File: src/rtl/kmer_minhash_unit.sv
// MinHash signature over all k-mers of one DNA window, one k-mer per cycle.
// Optional canonical k-mer hashing is enabled by defining KMER_CANONICAL_EN.
module kmer_minhash_unit #(
  parameter int          WINDOW_SIZE = 128,
  parameter int          KMER_SIZE   = 16,
  parameter int          NUM_HASHES  = 4,
  parameter int          HASH_W      = 16,
  parameter int          ID_W        = 8,
  parameter logic [31:0] SEED        = 32'h7F4A7C15
) (
  input  logic                         clk,
  input  logic                         rst,
  input  logic [2*WINDOW_SIZE-1:0]     window_flat,
  input  logic [ID_W-1:0]              window_id,
  input  logic                         is_insert,
  input  logic                         ready_for_hashing,
  input  logic                         window_reset,
  output logic                         busy,
  output logic                         sig_valid,
  input  logic                         sig_ready,
  output logic [NUM_HASHES*HASH_W-1:0] signature,
  output logic [ID_W-1:0]              sig_window_id,
  output logic                         sig_is_insert,
  output logic                         hashing_is_done
);

  localparam int NUM_KMERS = WINDOW_SIZE - KMER_SIZE + 1;
  localparam int KB        = 2 * KMER_SIZE;
  localparam int WB        = 2 * WINDOW_SIZE;
  localparam int IDX_W     = $clog2(NUM_KMERS + 1);
  localparam int SW        = NUM_HASHES * HASH_W;

  localparam logic [31:0]      MULT = 32'h9E3779B1;
  localparam logic [IDX_W-1:0] LAST = IDX_W'(NUM_KMERS - 1);

  typedef enum logic [1:0] {
    S_IDLE,
    S_HASH,
    S_DONE
  } state_t;

  state_t           state;
  logic [WB-1:0]    win_q;
  logic [KB-1:0]    kmer_q;
  logic [KB-1:0]    kmer0;
  logic [KB-1:0]    hash_in;
  logic [IDX_W-1:0] idx;
  logic [SW-1:0]    nxt_sig;

  function automatic logic [HASH_W-1:0] hash_fn(
    input logic [31:0] k,
    input int          j
  );
    logic [31:0] p;
    p = (k ^ (SEED * 32'(j + 1))) * MULT;
    return HASH_W'(p >> (32 - HASH_W));
  endfunction

  // First k-mer: base 0 lands in the most significant bit pair.
  always_comb begin
    kmer0 = '0;
    for (int i = 0; i < KMER_SIZE; i++) begin
      kmer0[2*(KMER_SIZE-1-i) +: 2] = window_flat[2*i +: 2];
    end
  end

`ifdef KMER_CANONICAL_EN
  logic [KB-1:0] rc_q;

  always_comb begin
    hash_in = (kmer_q < rc_q) ? kmer_q : rc_q;
  end
`else
  always_comb begin
    hash_in = kmer_q;
  end
`endif

  always_comb begin
    logic [HASH_W-1:0] h;
    nxt_sig = signature;
    for (int j = 0; j < NUM_HASHES; j++) begin
      h = hash_fn(32'(hash_in), j);
      if (h < signature[j*HASH_W +: HASH_W]) begin
        nxt_sig[j*HASH_W +: HASH_W] = h;
      end
    end
  end

  always_ff @(posedge clk) begin
    if (rst) begin
      state           <= S_IDLE;
      busy            <= 1'b0;
      sig_valid       <= 1'b0;
      hashing_is_done <= 1'b0;
      signature       <= '1;
      sig_window_id   <= '0;
      sig_is_insert   <= 1'b0;
      idx             <= '0;
      kmer_q          <= '0;
      win_q           <= '0;
`ifdef KMER_CANONICAL_EN
      rc_q            <= '0;
`endif
    end else begin
      hashing_is_done <= 1'b0;
      if (window_reset) begin
        state     <= S_IDLE;
        busy      <= 1'b0;
        sig_valid <= 1'b0;
      end else begin
        unique case (state)
          S_IDLE: begin
            if (ready_for_hashing) begin
              win_q         <= window_flat >> KB;
              kmer_q        <= kmer0;
`ifdef KMER_CANONICAL_EN
              rc_q          <= ~window_flat[KB-1:0];
`endif
              sig_window_id <= window_id;
              sig_is_insert <= is_insert;
              signature     <= '1;
              idx           <= '0;
              busy          <= 1'b1;
              state         <= S_HASH;
            end
          end
          S_HASH: begin
            signature <= nxt_sig;
            kmer_q    <= {kmer_q[KB-3:0], win_q[1:0]};
`ifdef KMER_CANONICAL_EN
            rc_q      <= {~win_q[1:0], rc_q[KB-1:2]};
`endif
            win_q     <= win_q >> 2;
            idx       <= idx + 1'b1;
            if (idx == LAST) begin
              sig_valid <= 1'b1;
              state     <= S_DONE;
            end
          end
          S_DONE: begin
            if (sig_ready) begin
              sig_valid       <= 1'b0;
              hashing_is_done <= 1'b1;
              busy            <= 1'b0;
              state           <= S_IDLE;
            end
          end
          default: begin
            state <= S_IDLE;
          end
        endcase
      end
    end
  end

endmodule

File: config.mk
export PLATFORM = sky130hd
export DESIGN_NAME = kmer_minhash_unit
export DESIGN_NICKNAME = d
export VERILOG_FILES = /design/src/rtl/kmer_minhash_unit.sv
export SDC_FILE = /design/constraint.sdc
export NUM_CORES = 2
export LEC_CHECK = 0
export CORE_AREA = 2 2 293 295
export CTS_BUF_LIST = sky130_fd_sc_hd__clkbuf_16
export DETAILED_ROUTE_END_ITERATION = 10
export DIE_AREA = 0 0 295 297
export PLACE_DENSITY = 0.75
export SETUP_SLACK_MARGIN = 0.2
export SYNTH_ARGS = -nofsm -noshare
export SYNTH_HDL_FRONTEND = slang
export SYNTH_SLANG_ARGS = --single-unit
File: constraint.sdc
create_clock -name clk -period 12.35 [get_ports clk]
set_input_delay 1.8525 -clock clk [delete_from_list [all_inputs] [get_ports clk]]
set_output_delay 1.8525 -clock clk [all_outputs]
set_load 0.01 [all_outputs]
# Word-level counts from Yosys, hierarchy flattened
# Index checks and enable logic that the tools add are counted.
[op_classes]
eq_ne = 10
n_div = 0
muxes = 22
multipliers = 4
n_bitwise = 6
add_sub_neg = 1
reduce_logical = 15
shift = 0
magnitude_cmp = 4
[op_table]
columns = ["op", "n"]
rows = [
  ["one-hot mux 256 bit (2 select lines)", 1],
  ["two-way mux 256 bit", 1],
  ["multiplier 32 x 32 -> 32 bit (second input constant)", 4],
  ["one-hot mux 64 bit (2 select lines)", 1],
  ["less-than comparator 16 bit", 4],
  ["two-way mux 16 bit", 4],
  ["two-way mux 64 bit", 1],
  ["one-hot mux 32 bit (2 select lines)", 1],
  ["inverter 18 bit", 2],
  ["two-way mux 32 bit", 1],
  ["inverter 23 bit", 1],
  ["inverter 17 bit", 1],
  ["AND reduction 4 bit", 4],
  ["AND reduction 3 bit", 5],
  ["!= test 2 bit (second input constant)", 7],
  ["one-hot mux 7 bit (2 select lines)", 1],
  ["adder 7 x 1 -> 7 bit (second input constant)", 1],
  ["equality test 7 bit (second input constant)", 1],
  ["two-way mux 7 bit", 1],
  ["two-way mux 2 bit", 3],
  ["one-hot mux 2 bit (3 select lines)", 1],
  ["nonzero test 2 bit", 3],
  ["two-way mux 1 bit", 4],
  ["one-hot mux 1 bit (2 select lines)", 2],
  ["other kinds (6)", 7],
]
[totals]
ram_bits = 0
mem_count = 0
romBits = 0
register_bits = 373
out_inout_bits = 76
latchBits = 0

# Depth between registers and ports, before layout
[depth]
word_depth = 5
mapped_depth = 38
mapped_depth_nobuf = 37

# Worst setup path after synthesis
# Ideal clock, no wire load.
[synth_timing]
path_kind = "flip-flop to flip-flop"
startpoint = "register kmer_q[10], in the netlist hash_in[10]"
endpoint = "register signature[17]"
path_slack_ns = 3.107
t_required_ns = 12.281
arrival_ns = 9.175
stages_incl_launch_ff = 30
setup_time_ns = 0.069
n_path_buf = 1
path_cell_list = "dfxtp_1 -> inv_1 -> fa_1 -> inv_1 -> fa_1 -> fa_1 -> inv_1 -> fa_1 -> fa_1 -> fa_1 -> fa_1 -> inv_1 -> fa_1 -> inv_1 -> ha_1 -> a21o_1 -> a211o_1 -> or4b_1 -> nor2_1 -> o311ai_1 -> a21oi_1 -> xnor2_1 -> ha_1 -> a21o_1 -> a211oi_1 -> nand2_1 -> o41ai_4 -> clkbuf_1 -> nor2_1 -> o21ai_1"
[synth_via]
elab_chain_cells = 4
elab_cells_between_ends = 6
classes_between = "1 x mul; 1 x order compare; 1 x eq/ne; 2 x mux; 1 x reduce/logical"
[synth_lines]
columns = ["element", "line_no", "text"]
rows = [
  ["start: declaration", "44", "logic [KB-1:0] kmer_q;"],
  ["start signal: assignment", "116", "kmer_q <= kmer0;"],
  ["start signal: assignment", "130", "kmer_q <= {kmer_q[KB-3:0], win_q[1:0]};"],
  ["multiplier 32 x 32 -> 32 bit *", "55", "p = (k ^ (SEED * 32'(j + 1))) * MULT;"],
  ["less-than comparator 16 bit", "84", "if (h < signature[j*HASH_W +: HASH_W]) begin"],
  ["!= test 2 bit (no line)", "-", ""],
  ["AND reduction 4 bit (no line)", "-", ""],
  ["end signal: assignment", "129", "signature <= nxt_sig;"],
  ["end: declaration", "21", "output logic [NUM_HASHES*HASH_W-1:0] signature,"],
]
# Mark *: on every way between the ends. The rest lies on a longest branch, timed or not. The select of a mux whose other input is x is not followed.
# A chain may end at the register's enable or synchronous reset.

# Final worst setup path
[layout_timing]
startpoint = "register kmer_q[10], in the netlist hash_in[10]"
endpoint = "register signature[26]"
# Same word-level chain as after synthesis.

==> results summary <==
The flow ran to the end, but the final reports show violations. The checks that failed: max-capacitance violations, max-slew violations. The arrival time reported for the critical path endpoint came out at between 10 and 15 ns. The clock-pin slew of the registers on the worst-case setup and hold paths came out at 0.06 ns. The die height came out at 297 um.

The first-pass iteration count of the detailed router is 7. The via count came out at 35500. Of the total synthesized cell area, the portion taken by AND, OR, NAND and NOR gates is 0.0944. The total of fill cells in the finished design is 7225.

The initial antenna violation count came out at 18. The weighted congestion reported at the end of routability-driven placement is between 1 and 1.5. The total count of hold-check failures in the final report came out at 0. The compound-gate portion of the synthesized area is 0.0941. Counting stages on the worst path, the most repeated cell is fa_1.

The largest fanout on the critical path came out at 18. The number of buffers added by the clock tree synthesis step is 39. CTS built an H-tree with a depth of 2.

The initial standard-cell utilization of the core came out at 0.547. The wire length reported by the detailed router came out at 160000 um. The final design utilization came out at 0.617. The combined buffer and inverter count along the critical path came out at 5. The proportion of synthesized flip-flops having asynchronous set or reset is 0.

The critical path class is reg2reg. The met3 wire length is 12900 um. The multi-input combinational cell area came out at 0.0343 mm^2. The number of global-route vias before repair is 37400.

Leaving out fill and tap cells, the most frequent cells in the layout are inv_1 (1198), fa_1 (771), ha_1 (679). The number of nets in the synthesized netlist is about 6700. The routed metal-1 wire length came out at between 60000 and 70000 um.

The number of setup violations in the final report is 0. For this run, the leading register cell type out of synthesis is dfxtp_1. The clock sink total came out at 341. The count of synthesis-stage warnings from yosys is 0. The placed instance area came out at between 0.05 and 0.06 mm^2.

The count of cell types in the netlist came out at 80. By area, the combinational part of the netlist is dominated by adder cells. STA classifies the critical path endpoint as a flop. The mux share of post-synthesis cell area came out at 0.00260. The aggregate global routing overflow is 0. The area taken by flip-flops and latches is 0.00683 mm^2. The path class of the tightest hold or removal check is reg2reg. STA classifies the critical path startpoint as a flop.

The maximum root-to-sink buffer count is 3. The post-route minimum period is 10.31 ns. The detailed-placement wirelength estimate came out at 134000 um. The number of slew-limit violations in the final report is 2. The detailed route wirelength on metal2 is 72500 um. The post-synthesis adder-cell area fraction came out at 0.518.

The finished cells cover ~0.052 mm^2. The count of boundary I/O pins came out at about 350. For the final database, setup skew stands at 0.0424 ns. The worst max-slew margin expressed relative to the limit came out at -0.0386. Setup repair after global routing left no endpoint under its margin.

In this run, the number of DRC markers left after iteration 0 of detailed routing was between 2000 and 3000. For the worst-skew pair, the clock arrives at the later sink with an insertion delay of about 0.60 ns. The global-route usage over all layers came out at 0.373. Compared with the post-synthesis result, the final layout area differs by 12.9%.

The first-pass GRT wire length is 239000 um. Of the synthesized area, sequential elements account for 0.148. The die footprint is between 0.08 and 0.09 mm^2.

The final routed wire length divided by cell count came out at 24.9 um. The transition time at the pin with the least slew margin is 1.55 ns. TritonCTS built the clock tree. In this run the core area contains 107 standard-cell rows. The placeable core region is 0.0845 mm^2. The number of hold-repair buffers added at the cts stage is 0. The library cell used most frequently in the layout, excluding fill and tap cells, is inv_1. The slowest stage cell on the critical path is o41ai_4. The count of buffers from port buffering is 345. The delay of the slowest cell on the worst path is 0.93 ns.

The count of buffers added by post-CTS timing repair for setup is 0. The achievable frequency is 97.0 MHz. The pin count of the biggest net entering global routing came out at 139. The clock root buffer is clkbuf_16.

The post-route fraction of the period consumed by the critical path came out at 0.835. The required time reported for the critical path endpoint is around 13 ns. The number of vias per cell after detailed routing is roughly 5.5.

The number of gates resized after CTS came out at 0. The xor-xnor portion of the synthesized cell area is 0.0322. The setup TNS is 0 ns. Measured along the x axis, the die boundary spans 295 um. The final-stage net count is 6950. The detail route stage leaves a number of antenna-violating nets equal to 0. The post-synthesis cell count came out at just under 5000. The mean instance size in the synthesized netlist is roughly 9.3 um^2. Max-cap violations in this run came to 1. The final routed DRC violation total came out at 0. The number of storage elements in the synthesis netlist is 341.

The cell family contributing the most delay on the critical path is adder cells. Yosys mapped a number of flops with a built-in enable equal to 0. The layout cell share with drive strength beyond 1 came out at 0.0276. The highest layer used for signal routing is met5. Summing every instance area after synthesis gives 0.0462 mm^2.
[final cells by class]
class / count / share of cell area
well taps: 1144 / 0.0275
repair buffers: 405 / 0.0750
multi-input cells: 3249 / 0.657
clock buffers: 39 / 0.0187
diodes: 12 / 0.000576
flip-flops and latches: 341 / 0.131
clock inverters: 29 / 0.00430
inverters: 1194 / 0.0860
[worst reg2reg max path, delay by kind of cell (launching register included)]
kind | cells | cell delay [ns]
xor+xnor | 1 | 0.20
flops | 1 | 0.33
fa+ha+maj | 10 | 4.90
simple gates | 4 | 1.09
buf+inv | 5 | 1.20
compound gates | 8 | 2.47
[metal layers]
layer  global-route usage  up-vias
met5                    0        -
li1                     -    16000
met1                0.476    17600
met2                0.583     1437
met4                0.223       12
met3               0.0793      422
[cells by family (layout without fill, tap and decap cells)]
group,Yosys count,count (layout)
simple gates,1067,1067
buf+inv,1359,1667
compound gates,553,553
fa+ha+maj,1450,1450
flops,341,341
mux,11,11
xor+xnor,168,168
other cells,0,12
[cells in the mapped netlist, types with 37 or more instances]
cell,instances,share of area
nor2_1,330,0.027
a21oi_1,70,0.0076
xor2_1,37,0.0070
nand2_1,590,0.048
xnor2_1,130,0.025
fa_1,771,0.33
clkbuf_1,159,0.013
a311oi_1,254,0.048
dfxtp_1,341,0.15
inv_1,1194,0.097
ha_1,679,0.18
a21o_1,46,0.0075
[registers in the layout (all words and copies together) (netlist names)]
| name | flops |
|---|---|
| busy | 1 |
| hash_in | 32 |
| hashing_is_done | 1 |
| idx | 7 |
| sig_is_insert | 1 |
| sig_valid | 1 |
| sig_window_id | 8 |
| signature | 64 |
| state | 2 |
| win_q | 224 |
[per-stage QoR]
step	hold WS, ns	instances	setup WS, ns
6_report	0.452	6413	2.04
5_1_grt	0.484	6411	1.70
4_1_cts	0.453	6401	2.20
3_5_place_dp	0.446	6333	2.28
3_3_place_gp	0.441	6333	2.46
2_1_floorplan	0.449	4949	3.11
[final timing paths]
kind                  from       endpoint  slack (ns)  depth (start not counted)
max reg2reg    hash_in[10]  signature[26]        2.04                         28
max            hash_in[10]  signature[26]        2.04                         28
min          sig_is_insert  sig_is_insert        0.45                          2
min reg2reg  sig_is_insert  sig_is_insert        0.45                          2
Power is left out: the tool's default activity adds up to more than one toggle a clock period on the data nets, which glitch-free logic cannot reach.
